--- src/rtl/ifetch_pkg.sv ---
// Shared constants and FSM encoding for the instruction-fetch unit.
// Optional performance counters are enabled by defining IFETCH_PERF_EN.
package ifetch_pkg;

    localparam logic [31:0] IFETCH_RESET_PC    = 32'h0000_0000;
    localparam logic [31:0] IFETCH_NOP_INST    = 32'h0000_0013;
    localparam int          IFETCH_IMEM_ADDR_W = 14;

    typedef enum logic {
        ST_RUN   = 1'b0,
        ST_FAULT = 1'b1
    } ifetch_state_e;

endpackage

--- src/rtl/ifetch_addr_chk.sv ---
// Combinational legality check for a word access: aligned and below 2**ADDR_W.
// Shared between the fetch path and the data-memory access path.
module ifetch_addr_chk #(
    parameter int ADDR_W = 14
) (
    input  logic [31:0] addr,
    output logic        legal
);

    // 33-bit compare so a 32-bit address space never wraps past the limit.
    logic [32:0] limit;

    assign limit = 33'd1 << ADDR_W;
    assign legal = (addr[1:0] == 2'b00) && ({1'b0, addr} < limit);

endmodule

--- src/rtl/ifetch.sv ---
// Fetch-side initiator for the synchronous imem: owns the PC, handles stall,
// redirect and illegal fetch addresses. Define IFETCH_PERF_EN for perf counters.
module ifetch
    import ifetch_pkg::*;
#(
    parameter logic [31:0] RESET_PC    = IFETCH_RESET_PC,
    parameter int          IMEM_ADDR_W = IFETCH_IMEM_ADDR_W,
    parameter logic [31:0] NOP_INST    = IFETCH_NOP_INST
) (
    input  logic        clk,
    input  logic        rst_n,
    output logic [31:0] imem_addr,
    output logic        imem_valid,
    input  logic [31:0] imem_rd_data,
    input  logic        stall,
    input  logic        redirect_valid,
    input  logic [31:0] redirect_pc,
    output logic        inst_valid,
    output logic [31:0] inst,
    output logic [31:0] inst_pc,
    output logic        fault_valid,
    output logic [31:0] fault_pc
`ifdef IFETCH_PERF_EN
    ,
    output logic [31:0] perf_fetch_cnt,
    output logic [31:0] perf_stall_cnt
`endif
);

    // Handshake: imem has no back-pressure. imem_valid=1 means imem captures
    // imem_addr on this edge and returns its word on imem_rd_data next cycle;
    // imem_valid=0 leaves imem_rd_data holding the last fetched word.

    ifetch_state_e state_q, state_d;
    logic [31:0]   pc_q;
    logic          resp_valid_q;
    logic [31:0]   resp_pc_q;
    logic [31:0]   fault_pc_q;

    logic [31:0]   cand;
    logic          cand_legal;
    logic          issue;
    logic          fault_set;

    assign cand = redirect_valid ? redirect_pc : pc_q;

    ifetch_addr_chk #(
        .ADDR_W (IMEM_ADDR_W)
    ) u_addr_chk (
        .addr  (cand),
        .legal (cand_legal)
    );

    always_comb begin
        state_d   = state_q;
        issue     = 1'b0;
        fault_set = 1'b0;
        case (state_q)
            ST_RUN: begin
                // Redirect wins over stall: a stalled wrong-path instruction is dropped.
                if (redirect_valid || !stall) begin
                    if (cand_legal) begin
                        issue = 1'b1;
                    end else begin
                        fault_set = 1'b1;
                        state_d   = ST_FAULT;
                    end
                end
            end
            ST_FAULT: begin
                if (redirect_valid) begin
                    if (cand_legal) begin
                        issue   = 1'b1;
                        state_d = ST_RUN;
                    end else begin
                        fault_set = 1'b1;
                    end
                end
            end
            default: state_d = ST_RUN;
        endcase
    end

    always_ff @(posedge clk or negedge rst_n) begin
        if (!rst_n) begin
            state_q      <= ST_RUN;
            pc_q         <= RESET_PC;
            resp_valid_q <= 1'b0;
            resp_pc_q    <= 32'h0;
            fault_pc_q   <= 32'h0;
        end else begin
            state_q <= state_d;
            if (issue) begin
                pc_q         <= cand + 32'd4;
                resp_pc_q    <= cand;
                resp_valid_q <= 1'b1;
            end else if (fault_set) begin
                resp_valid_q <= 1'b0;
                fault_pc_q   <= cand;
            end
        end
    end

    // Gated by rst_n so imem sees no request while reset is asserted.
    assign imem_valid  = issue & rst_n;
    assign imem_addr   = cand;
    assign inst_valid  = resp_valid_q;
    assign inst        = resp_valid_q ? imem_rd_data : NOP_INST;
    assign inst_pc     = resp_pc_q;
    assign fault_valid = (state_q == ST_FAULT);
    assign fault_pc    = fault_pc_q;

`ifdef IFETCH_PERF_EN
    always_ff @(posedge clk or negedge rst_n) begin
        if (!rst_n) begin
            perf_fetch_cnt <= 32'h0;
            perf_stall_cnt <= 32'h0;
        end else begin
            if (imem_valid) begin
                perf_fetch_cnt <= perf_fetch_cnt + 32'd1;
            end
            if (stall && resp_valid_q) begin
                perf_stall_cnt <= perf_stall_cnt + 32'd1;
            end
        end
    end
`endif

endmodule
--- config.mk ---
export PLATFORM = sky130hd
export DESIGN_NAME = ifetch
export DESIGN_NICKNAME = d
export VERILOG_FILES = /design/src/rtl/ifetch_pkg.sv /design/src/rtl/ifetch_addr_chk.sv /design/src/rtl/ifetch.sv
export SDC_FILE = /design/constraint.sdc
export NUM_CORES = 1
export LEC_CHECK = 0
export ABC_AREA = 0
export CAP_MARGIN = 20
export CORE_ASPECT_RATIO = 2
export CORE_UTILIZATION = 42
export CTS_CLUSTER_DIAMETER = 100
export DETAILED_ROUTE_END_ITERATION = 8
export GPL_TIMING_DRIVEN = 0
export MAX_ROUTING_LAYER = met4
export PLACE_DENSITY_LB_ADDON = 0.3
export REMOVE_ABC_BUFFERS = 1
export SETUP_SLACK_MARGIN = 0.05
export SLEW_MARGIN = 20
export SYNTH_ARGS = -nofsm -noshare
export SYNTH_HDL_FRONTEND = slang
export SYNTH_SLANG_ARGS = --single-unit
--- constraint.sdc ---
create_clock -name clk -period 2.6 [get_ports clk]
set_clock_uncertainty 0.2 [all_clocks]
set_input_delay 0.52 -clock clk [delete_from_list [all_inputs] [get_ports clk]]
set_output_delay 0.52 -clock clk [all_outputs]
set_load 0.02 [all_outputs]
# == Word level (Yosys, flattened, before mapping) ==
# Cells that the tools add are included.
# Widths: inputs -> output; s select.
# op_classes
add_sub_neg,1
multipliers,0
n_div,0
magnitude_cmp,1
n_eq_ne,0
shift,0
muxes,14
n_bitwise,3
reduce_logical,6
# op_table
cell,n
$mux 32,2
$add 32x3->32 const B,1
$lt 32x15->1 const B,1
$mux 1,9
$pmux 1 s2,3
$logic_not 2->1,1
$not 1->1,2
$reduce_and 2->1,1
$reduce_bool 2->1,1
$and 1x1->1,1
$logic_and 1x1->1,1
$logic_not 1->1,1
$logic_or 1x1->1,1
# word_totals
regBits,98
latchBits,0
ram_bits,0
rom_bits,0
inputBits,68
out_inout_bits,131
elab_cells,30
n_memories,0

# == Depth between registers and ports, before layout ==
# depth
ltp_word,8
mapped_depth,11
mapped_depth_nobuf,7

# == Hierarchy ==
# Synthesis repeated with hierarchy kept, for this count alone.
# hier_totals
cells_unflattened,553
hier_area_um2,5046.1
# by_module_without_submodules
module,instances,cells_per_inst,area_per_inst_um2,seq_area_each_um2
ifetch,1,545,5002.3,2402.3
ifetch_addr_chk,1,8,43.8,0.0

# == Worst setup path after synthesis ==
# OpenSTA, ideal clock, no wires.
# synth_timing
kind,input port to flip-flop
start,in redirect_valid
end,reg pc_q[12]
setup_time_ns,0.127
arrival_ns,2.989
required_ns,2.273
path_slack_ns,-0.716
stages,10
path_buffers,4
path_cell_list,buf_6 > buf_2 > buf_2 > buf_1 > o21ai_0 > ha_1 > o2111ai_1 > nand3b_1 > xnor2_1 > mux2_1
# synth_between
elab_chain_cells,6
elab_cells_between_ends,10
classes_between,add/sub (1); order compare (1); mux (5); reduce/logical (3)
# synth_lines
item,line,source
start: declaration,ifetch.sv:16,"input logic redirect_valid,"
$mux 32 *,ifetch.sv:45,assign cand = redirect_valid ? redirect_pc : pc_q;
named net imem_addr[2],ifetch.sv:12,"output logic [31:0] imem_addr,"
$lt 32x15->1,ifetch_addr_chk.sv:14,"assign legal = (addr[1:0] == 2'b00) && ({1'b0, addr} < limit);"
$logic_and 1x1->1,ifetch_addr_chk.sv:14,
$mux 1,"ifetch.sv:62, ifetch.sv:72",
"$mux 1, on equally long branches","ifetch.sv:71, ifetch.sv:61",
$pmux 1 s2,ifetch.sv:58,case (state_q)
end signal: assignment,ifetch.sv:94,pc_q <= cand + 32'd4;
end: declaration,ifetch.sv:35,logic [31:0] pc_q;
# Mark *: on every way through the listed nets, which the timed path passes. The rest lies on a longest branch.
# A chain may end at the register's enable or synchronous reset.

# == Worst setup path in the final report ==
# layout_timing
start,in redirect_pc[18]
end,out imem_valid
# layout_between
elab_chain_cells,7
elab_cells_between_ends,8
classes_between,order compare (1); mux (5); bitwise (1); reduce/logical (1)
# layout_lines
item,line,source
start: declaration,ifetch.sv:17,"input logic [31:0] redirect_pc,"
$mux 32 *,ifetch.sv:45,
$lt 32x15->1 *,ifetch_addr_chk.sv:14,
$logic_and 1x1->1 *,ifetch_addr_chk.sv:14,
$mux 1 *,"ifetch.sv:62, ifetch.sv:72",
"$mux 1, on equally long branches","ifetch.sv:71, ifetch.sv:61",
$pmux 1 s2 *,ifetch.sv:58,
$and 1x1->1 *,ifetch.sv:105,assign imem_valid = issue & rst_n;
end: declaration,ifetch.sv:13,"output logic imem_valid,"
# Every way passes the cells marked *; elsewhere a longest branch is shown, timed or not.

==> metrics <==
critical path type=input port to primary output; area post-placement=roughly 6500 um^2; Final Worst Setup Slack=-0.0962 ns; Mapped Cells=~340; unrepaired setup endpoints after global routing=true; IO Port Bufs=roughly 200; Final Max Slew Viols=0; Residual DRC=0; r2r setup slk=0.11 ns; root buffer cell=clkbuf_16; hold_sp=inst_pc[25]; CP max stage cell=a221oi_4; Hold Path End=inst_pc[25]; Ports=199; Max transition margin=0.628; vias after detailed routing=between 3000 and 4000; Reg clk slew, reported paths=0.07 ns; largest net degree at the start of global routing=63; final WL=12000 um; full die area=approximately 11000 um^2; Ant. Diodes=0; worst path cell trace=dlygate4sd2_1 > nor4_2 > nand4_1 > a221oi_4 > and3_1 > buf_6; Fin. Hold Viols=0; routability cong.=~0.73; first-pass GRT wire length=17400 um; Initial Util=0.432; fin nets=619; Power Dens Cells=between 600 and 700 nW/um^2; synth unique cells=39; Total GRT Usage=0.223; max-cap viol count=0; worst r2r src=pc_q[15]; Leak=around 3.4 nW; chip width=about 74 um; status=complete, but fails checks; vias in the first global route=about 3500; vias per inst=approximately 4.9; die height=between 100 and 150 um; Data arrival, critical path=about 2.0 ns; WHS Path Cells=1; CTS H-Tree Depth=3; Warnings, synthesis=0; HP Class=register to register; CTS tree=yes; Pre-antenna DRT Iters=4; DRT iter0 DRCs=150; Final Cell Area=7070 um^2; FP Rows=52; average cell area after synthesis=~13 um^2; Crit path buffers/inverters=2; crit path launch type=input port; Max stage delay on crit path=around 0.37 ns; post-synthesis register bit count=96; total global routing overflow=0; delay-heaviest family, CP=simple AND/OR/NAND/NOR gates; post-synth design cell area=about 4400 um^2; period utilisation layout=1.04; reg2reg end=inst_pc[9]; register area share after synthesis=0.548; share of layout cells above drive strength 1=0.204; fmax=approximately 370 MHz; Core ar.=a little over 10000 um^2; R2R cell count=6; setup TNS=-0.0962 ns; endpoints failing setup=1; initial antenna violation count=0; worst vdd ir=535 uV; kind of end point of the critical path=primary output; Worst Path Required=roughly 1.9 ns; DPL Wire Length=about 8500 um; antenna-violating nets left=0; Worst Max-Slew Pin Slew=0.554 ns; CTS max path bufs=2; violated checks=negative setup slack; wire per inst=approximately 17 um; crit path max fanout=2; worst skew pair latency=between 0.3 and 0.4 ns; total CTS buffers=9; Area growth syn-to-layout=61.4%; Final min period=between 2 and 3 ns; Num Clock Sinks=96
## registers in the layout, indices dropped and copies added, names as in the netlist
register,count
fault_pc,32
inst_pc,30
inst_valid,1
pc_q,32
fault_valid,1
## power by group
part | total [mW] | leakage (nW) | switching, mW | internal (mW)
logic | 1.72 | 2.03 | 0.834 | 0.886
clock network | 1.23 | 0.139 | 0.552 | 0.678
registers | 1.93 | 1.24 | 0.154 | 1.77
total | 4.88 | 3.41 | 1.54 | 3.33
## what timing repair did
action	CTS	global route
setup buffers	7	9
setup endpoints to repair	154	32
gates resized for setup	59	27
endpoints found under the hold margin	39	0
cloned	1	1
pin swaps	11	9
hold buffers	1	0
## routing by layer
metal / vias to the layer above / global-route usage / part of all wire
met1: 1650 / 0.211 / 0.34
met2: 146 / 0.420 / 0.56
met5: - / - / 0
met3: 12 / 0.0435 / 0.077
met4: 0 / 0.0821 / 0.016
li1: 1574 / - / -
## stage by stage
stage	cells	hold WS (ns)	util	power, mW	setup slack, ns
finish	690	0.284	0.697	4.88	-0.0962
global route	690	0.301	0.697	5.10	-0.148
CTS	680	0.290	0.682	4.92	-0.0999
detailed placement	655	0.256	0.639	3.68	-1.26
global placement	652	0.268	0.631	3.61	-3.33
floorplan	319	0.0244	-	2.78	-0.0533
## cells in the mapped netlist
master	number	area, um^2
dfrtp_1	96	2400
and2_1	66	413
mux2_2	57	642
mux2_1	25	282
xnor2_1	9	78.8
nor2_1	8	30.0
nand2_1	7	26.3
buf_6	6	67.6
clkbuf_1	6	22.5
inv_1	5	18.8
nor4_1	5	31.3
nand3_1	4	20.0
o21ai_0	4	20.0
buf_2	3	15.0
mux2i_1	3	30.0
nand2b_1	3	18.8
nor3_1	3	15.0
a21o_1	2	15.0
and4_1	2	17.5
buf_1	2	7.51
buf_4	2	15.0
mux2_4	2	30.0
nand4_1	2	12.5
a21oi_1	1	5.00
a221oi_4	1	26.3
a32o_1	1	10.0
and3_1	1	6.26
and4b_1	1	10.0
ha_1	1	12.5
nand2_4	1	11.3
nand3b_1	1	7.51
nor2_2	1	6.26
nor2b_1	1	6.26
nor4b_1	1	8.76
o2111ai_1	1	8.76
o211a_1	1	10.0
o211ai_1	1	7.51
or2_1	1	6.26
xor2_1	1	8.76
## cells by family after synthesis
logic type	synth area share
xor gates and xnor gates	0.0200
DFF	0.548
adders and majority gates	0.00286
buffers and inverters	0.0334
AOI/OAI and AO/OA	0.0234
muxes	0.224
and+or+nand+nor	0.148
## how the worst max path moves through the flow
stage / startpoint / end / slack, ns / depth (start not counted)
finish: redirect_pc[18] / imem_valid / -0.1 / 6
detailed placement: redirect_valid / imem_valid / -1.26 / 7
floorplan: stall / fault_pc[2] / -0.05 / 4
global placement: rst_n / imem_valid / -3.33 / 3
CTS: redirect_pc[14] / imem_valid / -0.1 / 6
global route: pc_q[25] / imem_valid / -0.15 / 5
## placed cells by master, fill, tap and decap left out, types with 2 or more instances in the layout
master	count
mux2i_1	3
nor4_2	3
nor2_1	8
o21ai_0	3
nand2b_1	3
clkbuf_16	10
mux2_2	57
buf_6	2
buf_16	4
and2_1	66
nand3_1	4
a21o_1	2
clkdlybuf4s50_1	143
and4_1	2
clkinv_4	2
clkbuf_8	2
clkinv_2	2
mux2_4	3
mux2_1	24
nand4_1	2
buf_4	14
dfrtp_1	95
xnor2_1	9
dlymetal6s2s_1	21
nor3_1	2
dlygate4sd2_1	26
clkdlybuf4s15_1	3
nand2_1	7
inv_1	5
buf_12	2
## area by class of cell
cell class	count	area (um^2)
Clock buffer	10	239
Clock inverter	6	43.8
Fill cell	741	3080
Inverter	5	18.8
Multi-Input combinational cell	218	1910
Sequential cell	96	2410
Tap cell	135	169
Timing Repair Buffer	220	2290
Power figures use the tool's default switching activity.
